[src/rtl/ex_mem_pipe_stage.sv]
// EX->MEM pipeline register with valid/ready handshake, 2-entry skid buffer and flush.
// Optional perf counters (stall_cnt/flush_cnt) are present only when EX_MEM_PERF_EN is defined.
module ex_mem_pipe_stage #(
    parameter int unsigned DATA_W     = 32,
    parameter int unsigned REG_ADDR_W = 5,
    parameter int unsigned ZERO_GUARD = 1,
    parameter int unsigned CNT_W      = 16
) (
    input  logic                  clk,
    input  logic                  rst,
    input  logic                  flush,
    input  logic                  in_valid,
    output logic                  in_ready,
    input  logic                  in_reg_write,
    input  logic                  in_mem_to_reg,
    input  logic                  in_mem_write,
    input  logic                  in_mem_read,
    input  logic [DATA_W-1:0]     in_alu_result,
    input  logic [DATA_W-1:0]     in_write_data,
    input  logic [REG_ADDR_W-1:0] in_write_reg,
    output logic                  out_valid,
    input  logic                  out_ready,
    output logic                  out_reg_write,
    output logic                  out_mem_to_reg,
    output logic                  out_mem_write,
    output logic                  out_mem_read,
    output logic [DATA_W-1:0]     out_alu_result,
    output logic [DATA_W-1:0]     out_write_data,
    output logic [REG_ADDR_W-1:0] out_write_reg
`ifdef EX_MEM_PERF_EN
    ,
    output logic [CNT_W-1:0]      stall_cnt,
    output logic [CNT_W-1:0]      flush_cnt
`endif
);

    typedef struct packed {
        logic                  reg_write;
        logic                  mem_to_reg;
        logic                  mem_write;
        logic                  mem_read;
        logic [DATA_W-1:0]     alu_result;
        logic [DATA_W-1:0]     write_data;
        logic [REG_ADDR_W-1:0] write_reg;
    } entry_t;

    typedef enum logic [1:0] {EMPTY, ONE, FULL} state_t;

    state_t state, state_nx;
    entry_t main_q, skid_q, in_entry;
    logic   accept, issue;
    logic   ld_main_in, ld_main_skid, ld_skid;

    assign in_ready  = (state != FULL);
    assign out_valid = (state != EMPTY);
    assign accept    = in_valid & in_ready;
    assign issue     = out_valid & out_ready;

    always_comb begin
        in_entry            = '0;
        in_entry.reg_write  = in_reg_write;
        in_entry.mem_to_reg = in_mem_to_reg;
        in_entry.mem_write  = in_mem_write;
        in_entry.mem_read   = in_mem_read;
        in_entry.alu_result = in_alu_result;
        in_entry.write_data = in_write_data;
        in_entry.write_reg  = in_write_reg;
        // Writes to the hard-wired zero register are neutralised at capture.
        if ((ZERO_GUARD != 0) && (in_write_reg == '0))
            in_entry.reg_write = 1'b0;
    end

    always_comb begin
        state_nx     = state;
        ld_main_in   = 1'b0;
        ld_main_skid = 1'b0;
        ld_skid      = 1'b0;
        if (flush) begin
            state_nx = EMPTY;
        end else begin
            unique case (state)
                EMPTY: if (accept) begin
                    state_nx   = ONE;
                    ld_main_in = 1'b1;
                end
                ONE: begin
                    if (accept && issue) begin
                        ld_main_in = 1'b1;
                    end else if (accept) begin
                        state_nx = FULL;
                        ld_skid  = 1'b1;
                    end else if (issue) begin
                        state_nx = EMPTY;
                    end
                end
                FULL: if (issue) begin
                    state_nx     = ONE;
                    ld_main_skid = 1'b1;
                end
                default: state_nx = EMPTY;
            endcase
        end
    end

    always_ff @(posedge clk or posedge rst) begin
        if (rst) state <= EMPTY;
        else     state <= state_nx;
    end

    always_ff @(posedge clk or posedge rst) begin
        if (rst)               main_q <= '0;
        else if (ld_main_in)   main_q <= in_entry;
        else if (ld_main_skid) main_q <= skid_q;
    end

    always_ff @(posedge clk or posedge rst) begin
        if (rst)          skid_q <= '0;
        else if (ld_skid) skid_q <= in_entry;
    end

    assign out_reg_write  = main_q.reg_write  & out_valid;
    assign out_mem_to_reg = main_q.mem_to_reg & out_valid;
    assign out_mem_write  = main_q.mem_write  & out_valid;
    assign out_mem_read   = main_q.mem_read   & out_valid;
    assign out_alu_result = main_q.alu_result;
    assign out_write_data = main_q.write_data;
    assign out_write_reg  = main_q.write_reg;

`ifdef EX_MEM_PERF_EN
    always_ff @(posedge clk or posedge rst) begin
        if (rst)
            stall_cnt <= '0;
        else if (out_valid && !out_ready && (stall_cnt != '1))
            stall_cnt <= stall_cnt + 1'b1;
    end

    always_ff @(posedge clk or posedge rst) begin
        if (rst)
            flush_cnt <= '0;
        else if (flush && (state != EMPTY) && (flush_cnt != '1))
            flush_cnt <= flush_cnt + 1'b1;
    end
`else
    logic [CNT_W-1:0] unused_cnt_w;
    assign unused_cnt_w = '0;
`endif

endmodule

[config.mk]
export PLATFORM = sky130hd
export DESIGN_NAME = ex_mem_pipe_stage
export DESIGN_NICKNAME = d
export VERILOG_FILES = /design/src/rtl/ex_mem_pipe_stage.sv
export SDC_FILE = /design/constraint.sdc
export NUM_CORES = 1
export LEC_CHECK = 0
export CELL_PAD_IN_SITES_DETAIL_PLACEMENT = 1
export CELL_PAD_IN_SITES_GLOBAL_PLACEMENT = 1
export CORE_MARGIN = 3
export CORE_UTILIZATION = 25
export DETAILED_ROUTE_END_ITERATION = 7
export GPL_TIMING_DRIVEN = 0
export PLACE_DENSITY = 0.6
export RECOVER_POWER = 25
export SETUP_SLACK_MARGIN = 0.4
export SLEW_MARGIN = 40
export SYNTH_ARGS = -nofsm -noshare
export SYNTH_HDL_FRONTEND = slang
export SYNTH_SLANG_ARGS = --single-unit
[constraint.sdc]
create_clock -name clk -period 5.4 [get_ports clk]
set_clock_uncertainty 0.05 [all_clocks]
set_input_delay 0.54 -clock clk [delete_from_list [all_inputs] [get_ports clk]]
set_output_delay 0.54 -clock clk [all_outputs]
set_load 0.05 [all_outputs]
== Yosys cells after proc, flatten, opt, wreduce, memory -nomap -nowiden ==
Cells that the tools add are included.
W data, S select, Z words.
Storage, ports and cells
  register bits after elaboration: 148
  input bits: 78
  output and inout port bits: 75
  logic and storage cells: 54
Operators by class
  equal/unequal tests: 7
  multiplexer cells: 20
  bitwise operators: 6
  reductions and logical operators: 6
Operators by type and width (count)
  $mux W73: 2
  $mux W2: 6
  $mux W1: 10
  $ne A3 B3 Y1 const B: 3
  $and A1 B1 Y1: 6
  $pmux W2 S3: 1
  $logic_not A5 Y1: 1
  $ne A4 B4 Y1 const B: 1
  $reduce_and A4 Y1: 1
  $reduce_bool A2 Y1: 2
  $eq A2 B1 Y1 const B: 1
  $eq A2 B2 Y1 const B: 1
  $logic_not A2 Y1: 1
  $ne A2 B2 Y1 const B: 1
  $pmux W1 S2: 1
  $logic_and A1 B1 Y1: 1

== Depth between registers and ports, before layout ==
Gate-level depths: netlist of run 1.
  depth after elaboration: 7
  gate-level depth with buffers: 5
  gate-level depth less buffers: 3

== Least setup slack after synthesis of run 1 ==
Ideal clock, no wire load.
  path kind: reg2out
  start: reg state[0]
  end: out out_mem_read
  arrival time: 1.308 ns
  data required time: 4.810 ns
  slack: 3.502 ns
  stages on the path, launching flop included: 3
  buffers on the path: 0
  path through: dfrtp_1 nor2_1 nor2b_1
Between the ends
  longest elaborated chain between the ends: 2
Ends and longest elaborated chain
  start: declaration: line 49  | state_t state, state_nx;
  start signal: assignment: line 107  | else state <= state_nx;
  $reduce_bool A2 Y1: line 55  | assign out_valid = (state != EMPTY);
  $and A1 B1 Y1: line 124  | assign out_mem_read = main_q.mem_read & out_valid;
  end: declaration: line 26  | output logic out_mem_read,
No other way between the ends.

==> results of run 1 <==
[cell families (layout without fill, tap and decap cells)]
kind of cell           count (synthesis)  count (layout)  share of synthesized area [%]
buffers and inverters                101             285                           12.1
AO/OA/AOI/OAI                         78              78                           11.4
AND/OR/NAND/NOR                       90              90                           9.12
multiplexers                          75              75                           12.5
flip-flops                           148             148                           54.9
[power breakdown]
| group | internal (mW) | total (mW) | switching, mW |
|---|---|---|---|
| logic | 0.523 | 1.08 | 0.560 |
| clock network | 0.865 | 1.34 | 0.476 |
| registers | 1.36 | 1.49 | 0.129 |
| total | 2.75 | 3.92 | 1.17 |
[synth_stat cells, types with 2 or more instances]
| cell | n | share of area, % |
|---|---|---|
| mux2i_1 | 3 | 0.44 |
| nand2_1 | 2 | 0.11 |
| buf_2 | 6 | 0.44 |
| mux2_1 | 8 | 1.3 |
| a221o_1 | 70 | 10 |
| and2_1 | 47 | 4.4 |
| nor2b_1 | 4 | 0.37 |
| a221o_2 | 2 | 0.33 |
| buf_4 | 69 | 7.7 |
| inv_1 | 3 | 0.17 |
| mux2_2 | 64 | 11 |
| dfrtp_1 | 148 | 55 |
| buf_6 | 23 | 3.8 |
| or2b_1 | 2 | 0.22 |
| a21oi_1 | 2 | 0.15 |
| and2_0 | 25 | 2.3 |
[layout make-up]
| type | instances | area [sq um] |
|---|---|---|
| fillers | 2792 | 16900 |
| flip-flops and latches | 148 | 3700 |
| multi-input cells | 243 | 2230 |
| repair buffers | 154 | 1560 |
| plain buffers | 98 | 807 |
| clock buffers | 18 | 429 |
| well taps | 335 | 419 |
| clock inverters | 12 | 229 |
| inverters | 3 | 12.5 |
[worst min path at each step]
stage	slack, ns	cells after the start	end	from
finish	0.44	1	skid_q[21]	skid_q[21]
global route	0.46	1	skid_q[21]	skid_q[21]
CTS	0.45	1	skid_q[21]	skid_q[21]
detailed placement	0.43	1	skid_q[21]	skid_q[21]
global placement	0.42	1	skid_q[21]	skid_q[21]
floorplan	0.41	1	skid_q[15]	skid_q[15]
[metrics by stage]
stage | utilization [%] | std cells
after detailed placement | 33.2 | 981
after floorplan | - | 492
final | 35.7 | 1011
after global placement | 33.1 | 979
after CTS | 35.8 | 1011
after global routing | 35.7 | 1011
[layout by cell type (no fill, tap or decap), drive strengths merged]
master	n
a211oi	1
a21oi	3
a221o	72
and2	72
and2b	1
buf	100
bufinv	6
clkbuf	18
clkdlybuf4s50	151
clkinv	1
clkinvlp	4
dfrtp	148
dlygate4sd3	1
inv	4
mux2	72
mux2i	3
nand2	3
nand2b	1
nand3b	1
nor2	1
nor2b	4
nor3	1
nor3b	1
nor4bb	1
o21ai	1
o21ba	1
or2b	2
or3b	1
or4	1
[routing by layer]
layer / vias to the layer above / share of wire, % / global-route usage, %
li1: 2062 / - / -
met1: 2371 / 44 / 15.5
met2: 97 / 51 / 22.3
met3: 15 / 3.7 / 2.88
met4: 0 / 1.2 / 4.09
met5: - / 0 / 0
[worst register-to-register path: cells and delay by family (launching register included)]
kind	cells	cell delay (ns)
simple gates	2	0.77
mux	1	0.18
buf+inv	2	0.41
flops	1	0.49
==> flow_summary.toml, run 1 <==
[run_status]
status = "finished, violations left"
violations = "max-capacitance violations, max-slew violations"

[clocking]
cts.sinks = 148
cts_hold_buf = 0
clkTransAtPathRegs_ns = 0.07
cts_tree = "yes"
post-cts-setup-buffers = 0
root_buffer = "clkbuf_16"
cts_htree_levels = 4
cts_max_path_buffers = 2
cts_made_buffers = 17
cts_resized = 0
clk_latency_ns = 0.42

[route]
vias_per_cell = 4.50
drc_errors = 0
drt_pass1_iterations = 4
vias = 4545
wl_per_cell_um = 18.0
drt_wl_total_mm = 18.2
ant_nets = 0
drtIter0Drc = 192

[critical_path]
regToRegEndpoint = "main_q[72]"
crit_type = "primary input to async pin"
start_kind = "primary input"
critical_path_depth = 2
cp_slowest_cell = "clkinvlp_2"
cp-end-kind = "async pin"
crit_path_max_fanout = 76
reg2reg_depth = 5
cpPeakStageDelay_ns = 1.95
path_cells = "dlygate4sd3_1, clkinvlp_2"
path_delay_family = "buffers and inverters"
crit_required_ns = 5.29
crit_end = "main_q[70]"
path_buf_inv = 2
r2r_start = "state[1]"
r2r_setup_slack_ns = 3.43
critPathLaunch = "rst"
critPathArrivalTime_ns = 3.13

[place]
portBuffers = 152
gp_congestion = 0.731
dp_slack_ns = 2.79
hpwl_mm = 12.8
placed_cell_area_sq_mm = 0.00874

[die]
core_area_sq_mm = 0.0263
die_area_sq_mm = 0.0290
start_util_pct = 25.7
num_rows = 59
num_io_pins = 153
die_x_um = 170
die_h_um = 170

[yosys]
netlist_area_sq_mm = 0.00675
seq_area_frac_synth_pct = 54.9
synth_nets = 570
synth-main-ff-cell = "dfrtp_1"
synth_warnings = 0
async_reset_ff_share_pct = 100
synth-edff-count = 0
ys_seq_elements = 148
yosys.cell_types.count = 30
synthCells = 492
syn_area_per_cell_sq_um = 13.7

[timing]
tightest_slew_ns = 3.49
finalMaxSlewViolations = 76
hold_slack_ns = 0.438
max_freq_mhz = 309
rsz0062_at_grt = "false"
relSlewSlack_pct = -134
finalSetupViolCount = 0
setup_slack_ns = 2.17
hold_viol = 0
timing.final.crit_share_pct = 59.9
tns_ns = 0
period_needed_ns = 3.23

[finish]
num_antenna_cells = 0
synthToLayoutAreaGrowth_pct = 39.1
nets = 743
largest_reg_flops = 73
drive_above_1_share_pct = 30.3
stdcell_area_sq_mm = 0.00939
top_register = "skid_q"

[hold_path]
min_path_type = "flip-flop to flip-flop"

[global_route]
grt_max_degree = 77
grt_overflow_total = 0
track_usage_pct = 12.7
grt_pass1_wl_mm = 29.0
grt_pass1_vias = 5309
antenna_found_initial = 0

[flow_run]
cap_violations = 1

[power_and_ir_drop]
ir_drop_mv = 0.166
p_per_area_mw_per_mm2 = 417
p_leak_nw = 4.12
total_power_mw = 3.92
(Power assumes the default switching activity.)
==> run 2: changes to the inputs <==
- clock period: 5.4 -> 3 ns (I/O delays scaled with it)
==> run 2 against run 1 <==
- the run now ends clean
- register-to-register slack lost 2.4 ns
- hold slack worse by 0.20 ns
- non-clock buffer count is 6 higher
- clock-buffer cell count grew 2
- critical path depth up 1
- design area decreased by 0.15%
- sequential share of layout area is 0.058 points higher
- largest power group unchanged
==> flow_summary.toml, run 2 (synthesis gave the netlist of run 1 again) <==
[global_route]
track_usage_pct = 12.6
grt_max_degree = 27
antenna_found_initial = 0
grt_overflow_total = 0
grt_pass1_vias = 5222
grt_pass1_wl_mm = 28.5

[finish]
nets = 749
fillers = 2800
synthToLayoutAreaGrowth_pct = 38.9
layout_common_cells = "149 x clkdlybuf4s50_1, 148 x dfrtp_1, 70 x a221o_1, 70 x buf_4, 64 x mux2_2"
drive_above_1_share_pct = 30.5
top_register = "skid_q"
largest_reg_flops = 73
stdcell_count = 1016
final_common_cell = "clkdlybuf4s50_1"
num_antenna_cells = 0

[place]
gp_congestion = 0.757
hpwl_mm = 13.1
portBuffers = 152
placed_cells = 987
dp_slack_ns = 0.620

[clocking]
clk_latency_ns = 0.41
cts_htree_levels = 4
cts_resized = 1
cts_made_buffers = 17
root_buffer = "clkbuf_16"
cts_tree = "yes"
cts.sinks = 148
post-cts-setup-buffers = 0
cts_max_path_buffers = 2
clkTransAtPathRegs_ns = 0.06
cts_hold_buf = 0

[die]
core_area_sq_mm = 0.0263
die_x_um = 170
num_io_pins = 153
die_area_sq_mm = 0.0290
start_util_pct = 25.7
num_rows = 59
die_h_um = 170

[flow_run]
cap_violations = 0

[route]
wl_per_cell_um = 17.6
drtIter0Drc = 173
drt_pass1_iterations = 5
ant_nets = 0
drc_errors = 0
drt_wl_total_mm = 17.9
vias_per_cell = 4.48
vias = 4554

[critical_path]
crit_required_ns = 2.65
crit_path_max_fanout = 8
cp-end-kind = "primary output"
crit_type = "flip-flop to primary output"
critPathLaunch = "state[0]"
start_kind = "flip-flop"
r2r_setup_slack_ns = 1.05
crit_end = "out_reg_write"
r2r_start = "state[1]"
regToRegEndpoint = "main_q[72]"
critPathArrivalTime_ns = 2.10
reg2reg_depth = 5

[timing]
tightest_slew_ns = 1.30
max_freq_mhz = 408
relSlewSlack_pct = 13.0
period_needed_ns = 2.45
finalMaxSlewViolations = 0
timing.final.crit_share_pct = 81.7
rsz0062_at_grt = "false"
hold_viol = 0
tns_ns = 0
finalSetupViolCount = 0
setup_slack_ns = 0.549
hold_slack_ns = 0.235

[power_and_ir_drop]
p_leak_nw = 4.15
p_per_area_mw_per_mm2 = 706
total_power_mw = 6.62
ir_drop_mv = 0.303

[run_status]
status = "finished, final reports clean"

[hold_path]
min_path_type = "primary input to async pin"
[run 2: changes by cell type in the layout (fill, tap and decap cells not counted), moves of 2 or more]
cell,before,now
clkinv_2,0,4
clkdlybuf4s50_1,151,149
dlymetal6s2s_1,0,2
buf_16,1,4
clkbuf_1,1,4
bufinv_16,6,1
clkinvlp_4,3,1
[run 2: stage by stage]
step                util [%]  cell area (sq um)
floorplan                  -               6750
global placement        33.1               8690
detailed placement      33.8               8890
CTS                     35.8               9420
global route            35.7               9380
finish                  35.7               9380
[run 2: area by class of cell]
cell class	instances	area, sq um	share of cell area (%)
clock inverters	9	83.8	0.894
repair buffers	160	1670	17.8
plain buffers	98	807	8.61
inverters	3	12.5	0.133
clock buffers	20	447	4.76
multi-input cells	243	2230	23.8
flip-flops and latches	148	3700	39.5
well taps	335	419	4.47
[run 2: worst max-delay path, cell delays in order, from the launching register on]
cell and delay [ns]:
dfrtp_1 0.54, nor2_2 0.15, nor2b_1 0.17, clkdlybuf4s50_1 0.82
[run 2: how the worst min path moves through the flow]
stage | end | slack (ns) | cells after the start
after global routing | out_alu_result[11] | 0.25 | 2
final | skid_q[50] | 0.24 | 2
after CTS | out_alu_result[11] | 0.12 | 2
after global placement | skid_q[23] | 0.42 | 1
after detailed placement | skid_q[16] | 0.43 | 1
after floorplan | state[1] | 0.32 | 1
[run 2: power breakdown]
part	total (mW)	switching (mW)	leakage, nW	internal, mW
clock	1.97	0.818	0.262	1.15
sequential	2.69	0.233	1.82	2.46
combinational	1.96	1.01	2.07	0.954
[run 2: layer usage]
layer  part of all wire [%]  GRT usage (%)  routed length, um  vias up
met3                    4.8           3.09                857       21
li1                       -              -                  -     2068
met4                    1.9           4.37                342        0
met5                      0              0                  0        -
met2                     49           20.9               8750      125
met1                     44           16.1               7970     2340
